<file path="src/rtl/cla_pkg.sv">
// cla_pkg: shared gp type, group defaults and the lookahead carry function for the pipelined CLA
package cla_pkg;

    localparam int GROUP_DEFAULT = 4;
    localparam int GROUP_MAX     = 16;

    typedef struct packed {
        logic g;
        logic p;
    } gp_t;

    // Sum-of-products lookahead: carry into bit i+1 is an OR of every generate below it
    // (qualified by the propagates in between) and of cin qualified by all propagates.
    function automatic logic [GROUP_MAX:0] cla_carries(input gp_t [GROUP_MAX-1:0] gp, input logic cin);
        logic [GROUP_MAX:0] c;
        logic               term;
        c    = '0;
        c[0] = cin;
        for (int i = 0; i < GROUP_MAX; i++) begin
            term = cin;
            for (int m = 0; m <= i; m++) term = term & gp[m].p;
            c[i+1] = term;
            for (int j = 0; j <= i; j++) begin
                term = gp[j].g;
                for (int m = j + 1; m <= i; m++) term = term & gp[m].p;
                c[i+1] = c[i+1] | term;
            end
        end
        return c;
    endfunction

endpackage

</file>
<file path="src/rtl/cla_group.sv">
// cla_group: GROUP-bit carry-lookahead block producing sum bits and block generate/propagate
module cla_group
    import cla_pkg::*;
#(
    parameter int GROUP = GROUP_DEFAULT
) (
    input  logic [GROUP-1:0] a_i,
    input  logic [GROUP-1:0] b_i,
    input  logic             c_i,
    output logic [GROUP-1:0] s_o,
    output logic             g_o,
    output logic             p_o
);

    gp_t [GROUP_MAX-1:0] gp;
    logic [GROUP-1:0]    c;

    if (GROUP < 1 || GROUP > GROUP_MAX) begin : g_bad
        $error("cla_group: GROUP must be 1..%0d", GROUP_MAX);
    end

    // Per-bit generate/propagate; entries above GROUP stay zero so they never create carries
    always_comb begin
        gp = '0;
        for (int i = 0; i < GROUP; i++) begin
            gp[i].g = a_i[i] & b_i[i];
            gp[i].p = a_i[i] ^ b_i[i];
        end
    end

    assign c   = GROUP'(cla_carries(gp, c_i));
    assign s_o = a_i ^ b_i ^ c;
    assign p_o = &(a_i ^ b_i);

    // Block generate: a carry leaves the group with no carry entering it
    always_comb begin
        g_o = 1'b0;
        for (int i = 0; i < GROUP; i++) g_o = (a_i[i] & b_i[i]) | ((a_i[i] ^ b_i[i]) & g_o);
    end

endmodule

</file>
<file path="src/rtl/cla_pipe_adder.sv">
// cla_pipe_adder: pipelined carry-lookahead add/subtract with valid/ready flow control.
// Optional signed-overflow output enabled by defining CLA_PIPE_OVF_EN.
module cla_pipe_adder
    import cla_pkg::*;
#(
    parameter int WIDTH  = 32,
    parameter int GROUP  = GROUP_DEFAULT,
    parameter int STAGES = 2
) (
    input  logic             clk_i,
    input  logic             rst_i,
    input  logic             in_valid_i,
    output logic             in_ready_o,
    input  logic [WIDTH-1:0] A_i,
    input  logic [WIDTH-1:0] B_i,
    input  logic             Ci_i,
    input  logic             sub_i,
    output logic             out_valid_o,
    input  logic             out_ready_i,
    output logic [WIDTH-1:0] S_o,
    output logic             Co_o
`ifdef CLA_PIPE_OVF_EN
    ,
    output logic             ovf_o
`endif
);

    localparam int SW = WIDTH / STAGES;
    localparam int NG = SW / GROUP;

    logic [STAGES-1:0] v_q, v_d, adv, ld;

    if (STAGES < 1 || WIDTH % (STAGES * GROUP) != 0) begin : g_bad
        $error("cla_pipe_adder: WIDTH must be a multiple of STAGES*GROUP and STAGES >= 1");
    end

    // A stage may move when its successor is empty or moving itself; the last one when the consumer takes it
    always_comb begin
        adv[STAGES-1] = !v_q[STAGES-1] | out_ready_i;
        for (int k = STAGES - 2; k >= 0; k--) adv[k] = !v_q[k] | adv[k+1];
    end

    // A stage loads when it can move and its source holds an operation; otherwise it holds or empties
    always_comb begin
        ld[0] = adv[0] & in_valid_i;
        for (int k = 1; k < STAGES; k++) ld[k] = adv[k] & v_q[k-1];
        for (int k = 0; k < STAGES; k++) v_d[k] = ld[k] | (!adv[k] & v_q[k]);
    end

    // Valid bits; reset discards everything in flight
    always_ff @(posedge clk_i or posedge rst_i) begin
        if (rst_i) v_q <= '0;
        else       v_q <= v_d;
    end

    for (genvar k = 0; k < STAGES; k++) begin : g_stg
        localparam int LO = k * SW;
        localparam int RW = WIDTH - LO;

        logic [RW-1:0]    a_in, b_in;
        logic [WIDTH-1:0] s_in, s_d, s_q;
        logic             c_in, c_d, c_q;
        logic [SW-1:0]    ss;
        logic [NG:0]      gc;
        logic [NG-1:0]    gg, gpp;

        if (k == 0) begin : g_src
            assign a_in = A_i;
            assign b_in = sub_i ? ~B_i : B_i;
            assign c_in = Ci_i ^ sub_i;
            assign s_in = '0;
        end else begin : g_src
            assign a_in = g_stg[k-1].g_rest.a_q;
            assign b_in = g_stg[k-1].g_rest.b_q;
            assign c_in = g_stg[k-1].c_q;
            assign s_in = g_stg[k-1].s_q;
        end

        assign gc[0] = c_in;
        for (genvar i = 0; i < NG; i++) begin : g_grp
            cla_group #(.GROUP(GROUP)) u_grp (
                .a_i (a_in[i*GROUP +: GROUP]),
                .b_i (b_in[i*GROUP +: GROUP]),
                .c_i (gc[i]),
                .s_o (ss[i*GROUP +: GROUP]),
                .g_o (gg[i]),
                .p_o (gpp[i])
            );
            assign gc[i+1] = gg[i] | (gpp[i] & gc[i]);
        end

        // Slice k result drops into place; finished low bits pass through unchanged
        always_comb begin
            s_d = s_q;
            c_d = c_q;
            if (ld[k]) begin
                s_d           = s_in;
                s_d[LO +: SW] = ss;
                c_d           = gc[NG];
            end
        end

        // Sum/carry register for this stage
        always_ff @(posedge clk_i or posedge rst_i) begin
            if (rst_i) begin
                s_q <= '0;
                c_q <= 1'b0;
            end else begin
                s_q <= s_d;
                c_q <= c_d;
            end
        end

        if (k < STAGES - 1) begin : g_rest
            logic [RW-SW-1:0] a_d, a_q, b_d, b_q;

            // Operands for the still-unsummed upper slices ride along skewed
            always_comb begin
                a_d = ld[k] ? a_in[RW-1:SW] : a_q;
                b_d = ld[k] ? b_in[RW-1:SW] : b_q;
            end

            // Upper-slice operand register
            always_ff @(posedge clk_i or posedge rst_i) begin
                if (rst_i) begin
                    a_q <= '0;
                    b_q <= '0;
                end else begin
                    a_q <= a_d;
                    b_q <= b_d;
                end
            end
        end

`ifdef CLA_PIPE_OVF_EN
        if (k == STAGES - 1) begin : g_ovf
            logic ovf_d, ovf_q;

            // Signed overflow: operands share a sign that the sum does not
            always_comb ovf_d = ld[k] ? ((a_in[RW-1] == b_in[RW-1]) & (ss[SW-1] != a_in[RW-1])) : ovf_q;

            // Overflow flag register, aligned with the final sum
            always_ff @(posedge clk_i or posedge rst_i) begin
                if (rst_i) ovf_q <= 1'b0;
                else       ovf_q <= ovf_d;
            end
        end
`endif
    end

    assign in_ready_o  = adv[0];
    assign out_valid_o = v_q[STAGES-1];
    assign S_o         = g_stg[STAGES-1].s_q;
    assign Co_o        = g_stg[STAGES-1].c_q;
`ifdef CLA_PIPE_OVF_EN
    assign ovf_o       = g_stg[STAGES-1].g_ovf.ovf_q;
`endif

endmodule
</file>
<file path="config.mk">
export PLATFORM = sky130hd
export DESIGN_NAME = cla_pipe_adder
export DESIGN_NICKNAME = d
export VERILOG_FILES = /design/src/rtl/cla_pkg.sv /design/src/rtl/cla_group.sv /design/src/rtl/cla_pipe_adder.sv
export SDC_FILE = /design/constraint.sdc
export NUM_CORES = 1
export LEC_CHECK = 0
export ABC_AREA = 1
export CAP_MARGIN = 10
export CORE_MARGIN = 5
export CORE_UTILIZATION = 55
export DETAILED_ROUTE_END_ITERATION = 10
export HOLD_SLACK_MARGIN = 0.15
export PLACE_DENSITY = 0.86
export RECOVER_POWER = 50
export SLEW_MARGIN = 20
export SYNTH_ARGS = -nofsm -noshare
export SYNTH_HDL_FRONTEND = slang
export SYNTH_SLANG_ARGS = --single-unit
</file>
<file path="constraint.sdc">
create_clock -name clk_i -period 5.5 [get_ports clk_i]
set_clock_uncertainty 0.2 [all_clocks]
set_input_delay 1.65 -clock clk_i [delete_from_list [all_inputs] [get_ports clk_i]]
set_output_delay 1.65 -clock clk_i [all_outputs]
set_load 0.005 [all_outputs]
</file>
==> qor.txt <==
Root Driver = clkbuf_8
First-pass GRT wire length = 17.1 mm
Synth async-reset ratio = 1.00
Final Hold Slack = 0.276 ns
# Max-Cap Violations = 2
Worst path max stage delay = 0.53 ns
CP Launch Point = out_ready_i
P per Cell Area = 354 nW/um^2
Post-synthesis area per instance = 8.59 um^2
Placeable Area = 8590 um^2
Crit path cell chain = dlygate4sd3_1, inv_1, nand3_1, clkdlybuf4s50_1
Status = complete, but fails checks
Initial antenna violation count = 0
Drt first pass iters = 4
Vias per cell = 4.99
First DRT Iteration DRCs = 112
VDD IR max = 0.139 mV
CP max stage cell = dlygate4sd3_1
Main flop type after synthesis = dfrtp_1
Slew headroom = -0.630
Yosys warning count = 0
Worst endpoint data arrival time = 2.88 ns
Seq pwr share = 0.423
Detail Route Antenna Nets = 0
Pint = 1.43 mW
Fin nets = 772
Worst Hold Launch = g_stg[0].s_q[0]
Vias in the first global route = 3863
Worst-margin pin slew = 2.43 ns
PortBufs = 104
Synthesized instance count = 556
Total power draw = 2.15 mW
Placement Setup Slack = 0.837 ns
Total negative setup slack = 0 ns
Min cycle time layout = 4.73 ns
Postcts setup bufs = 0
Final core occ = 0.707
Largest net degree at the start of global routing = 58
Area delta synth->final = 27.3%
CTS Hold Bufs = 0
Via Count = 3825
Crit Path Category = in -> out
Clk pwr share = 0.211
Clock Sinks = 84
Switching pwr = 720 uW
Leakage = 3.07 nW
Sequential share of the synthesized area = 0.440
Clk slew on worst S/H paths = 0.09 ns
CP Max Fanout = 3
Endpoints failing setup = 0
Crit share post-route = 0.859
Post-Syn Nets = 674
Total Routing Usage GR = 0.203
Die X-Extent = 103 um
CTS tree = done
CP required = 3.65 ns
Die area = 10600 um^2
Remaining DRCs = 0
HPWL Detailed = 7.72 mm
Hold Fails Final Rpt = 0
Reg-to-Reg Start = g_stg[0].g_rest.a_q[1]
Final max-slew violation count = 108
Post-Syn Area = 4780 um^2
Startpoint types = primary input
Fraction of layout cells with a size suffix above 1 = 0.0546
CTS max path bufs = 2
Post-route setup slack = 0.775 ns
Combinational power share = 0.366
Number of cell rows = 34
Netlist cell types = 29
Clk_lat worst skew = 0.35 ns
Violated checks = max-capacitance violations, max-slew violations
Switching share of total power = 0.335
Initial Util = 0.556
Ports = 105
PostCTS Resize Cnt = 0
Fmax = 212 MHz
Leading cell type in the layout, fill and taps excluded = nand2_1
Worst hold-check path type = reg -> reg
#FFs+latches synth = 84
CTS H-Tree Depth = 3
Number of flops mapped to enable cells by yosys = 0
Crit path capture type = primary output
Vert. Die Dim = 103 um
ANT cells = 0
Placer Congestion = 0.816
Final WL = 10.4 mm
Most frequent cells in the layout = nand2_1 (204), dfrtp_1 (84), clkdlybuf4s50_1 (68)
Total gr overflow = 0
RSZ-0062 raised after global routing = no
Wire per inst = 13.5 um
Fillcell total = 639
CTS Buf Count = 9
[metrics by stage]
stage,instance area (um^2),instances
2_1_floorplan,4780,556
3_3_place_gp,5880,751
3_5_place_dp,5880,751
4_1_cts,6090,767
5_1_grt,6080,767
6_report,6080,767
[critical path: cells and delay by family]
family                 cells  cell delay (ns)
and+or+nand+nor            1             0.12
buffers and inverters      3             1.10
[cells in the mapped netlist (3+ instances only)]
| master | instances | area share |
|---|---|---|
| a211oi_1 | 3 | 0.0047 |
| a21oi_1 | 11 | 0.012 |
| buf_2 | 13 | 0.014 |
| clkbuf_1 | 5 | 0.0039 |
| dfrtp_1 | 84 | 0.44 |
| fa_1 | 8 | 0.034 |
| ha_1 | 40 | 0.10 |
| inv_1 | 43 | 0.034 |
| inv_2 | 6 | 0.0047 |
| nand2_1 | 204 | 0.16 |
| nand2_2 | 4 | 0.0052 |
| nand3_1 | 5 | 0.0052 |
| nor2_1 | 16 | 0.013 |
| nor3_1 | 4 | 0.0042 |
| o21ai_0 | 44 | 0.046 |
| o22ai_1 | 4 | 0.0052 |
| xnor2_1 | 25 | 0.046 |
| xor2_1 | 23 | 0.042 |
[power by group through the flow]
stage               Combinational [mW]  Sequential (mW)  Clock [mW]
finish                           0.786            0.910       0.454
global route                     0.892            0.932       0.486
CTS                              0.838            0.915       0.461
detailed placement               0.833            0.924           0
global placement                 0.798            0.915           0
floorplan                        0.446            0.908           0
[state kept, by name (all words and copies together), names as in the netlist, named ones only]
register and count:
g_stg.s_q 16, g_stg.g_rest.a_q 16, S_o 32, Co_o 1
g_stg.c_q 1, g_stg.g_rest.b_q 16
[path summary, 6_finish.rpt]
path,endpoint,slack (ns),cells after the start
setup / recovery,in_ready_o,0.77,4
hold / removal,S_o[0],0.28,2
setup reg to reg,S_o[31],2.77,18
hold reg to reg,S_o[0],0.28,2
max in group asynchronous,S_o[22],1.33,3
min in group asynchronous,g_stg[0].s_q[14],2.21,2
[logic make-up after synthesis]
logic type | share of synthesized area
simple gates | 0.196
flops | 0.440
compound gates | 0.0783
buf+inv | 0.0592
xor+xnor | 0.0880
fa+ha+maj | 0.138
[final cells by class]
cell class | count | area (um^2) | area share
Clock buffer | 11 | 151 | 0.0249
Clock inverter | 5 | 57.6 | 0.00947
Inverter | 49 | 185 | 0.0305
Multi-Input combinational cell | 403 | 2390 | 0.393
Sequential cell | 84 | 2100 | 0.346
Tap cell | 108 | 135 | 0.0222
Timing Repair Buffer | 107 | 1060 | 0.174
[per-layer routing]
layer | GRT usage | part of all wire | vias up | wire length (um)
met5 | 0 | 0 | - | 0
met4 | 0.0667 | 0.0092 | 0 | 95
met3 | 0.0436 | 0.071 | 8 | 740
met2 | 0.359 | 0.50 | 104 | 5140
met1 | 0.248 | 0.42 | 1776 | 4390
li1 | - | - | 1937 | -
Note: power is estimated with default switching activity, not from simulation.
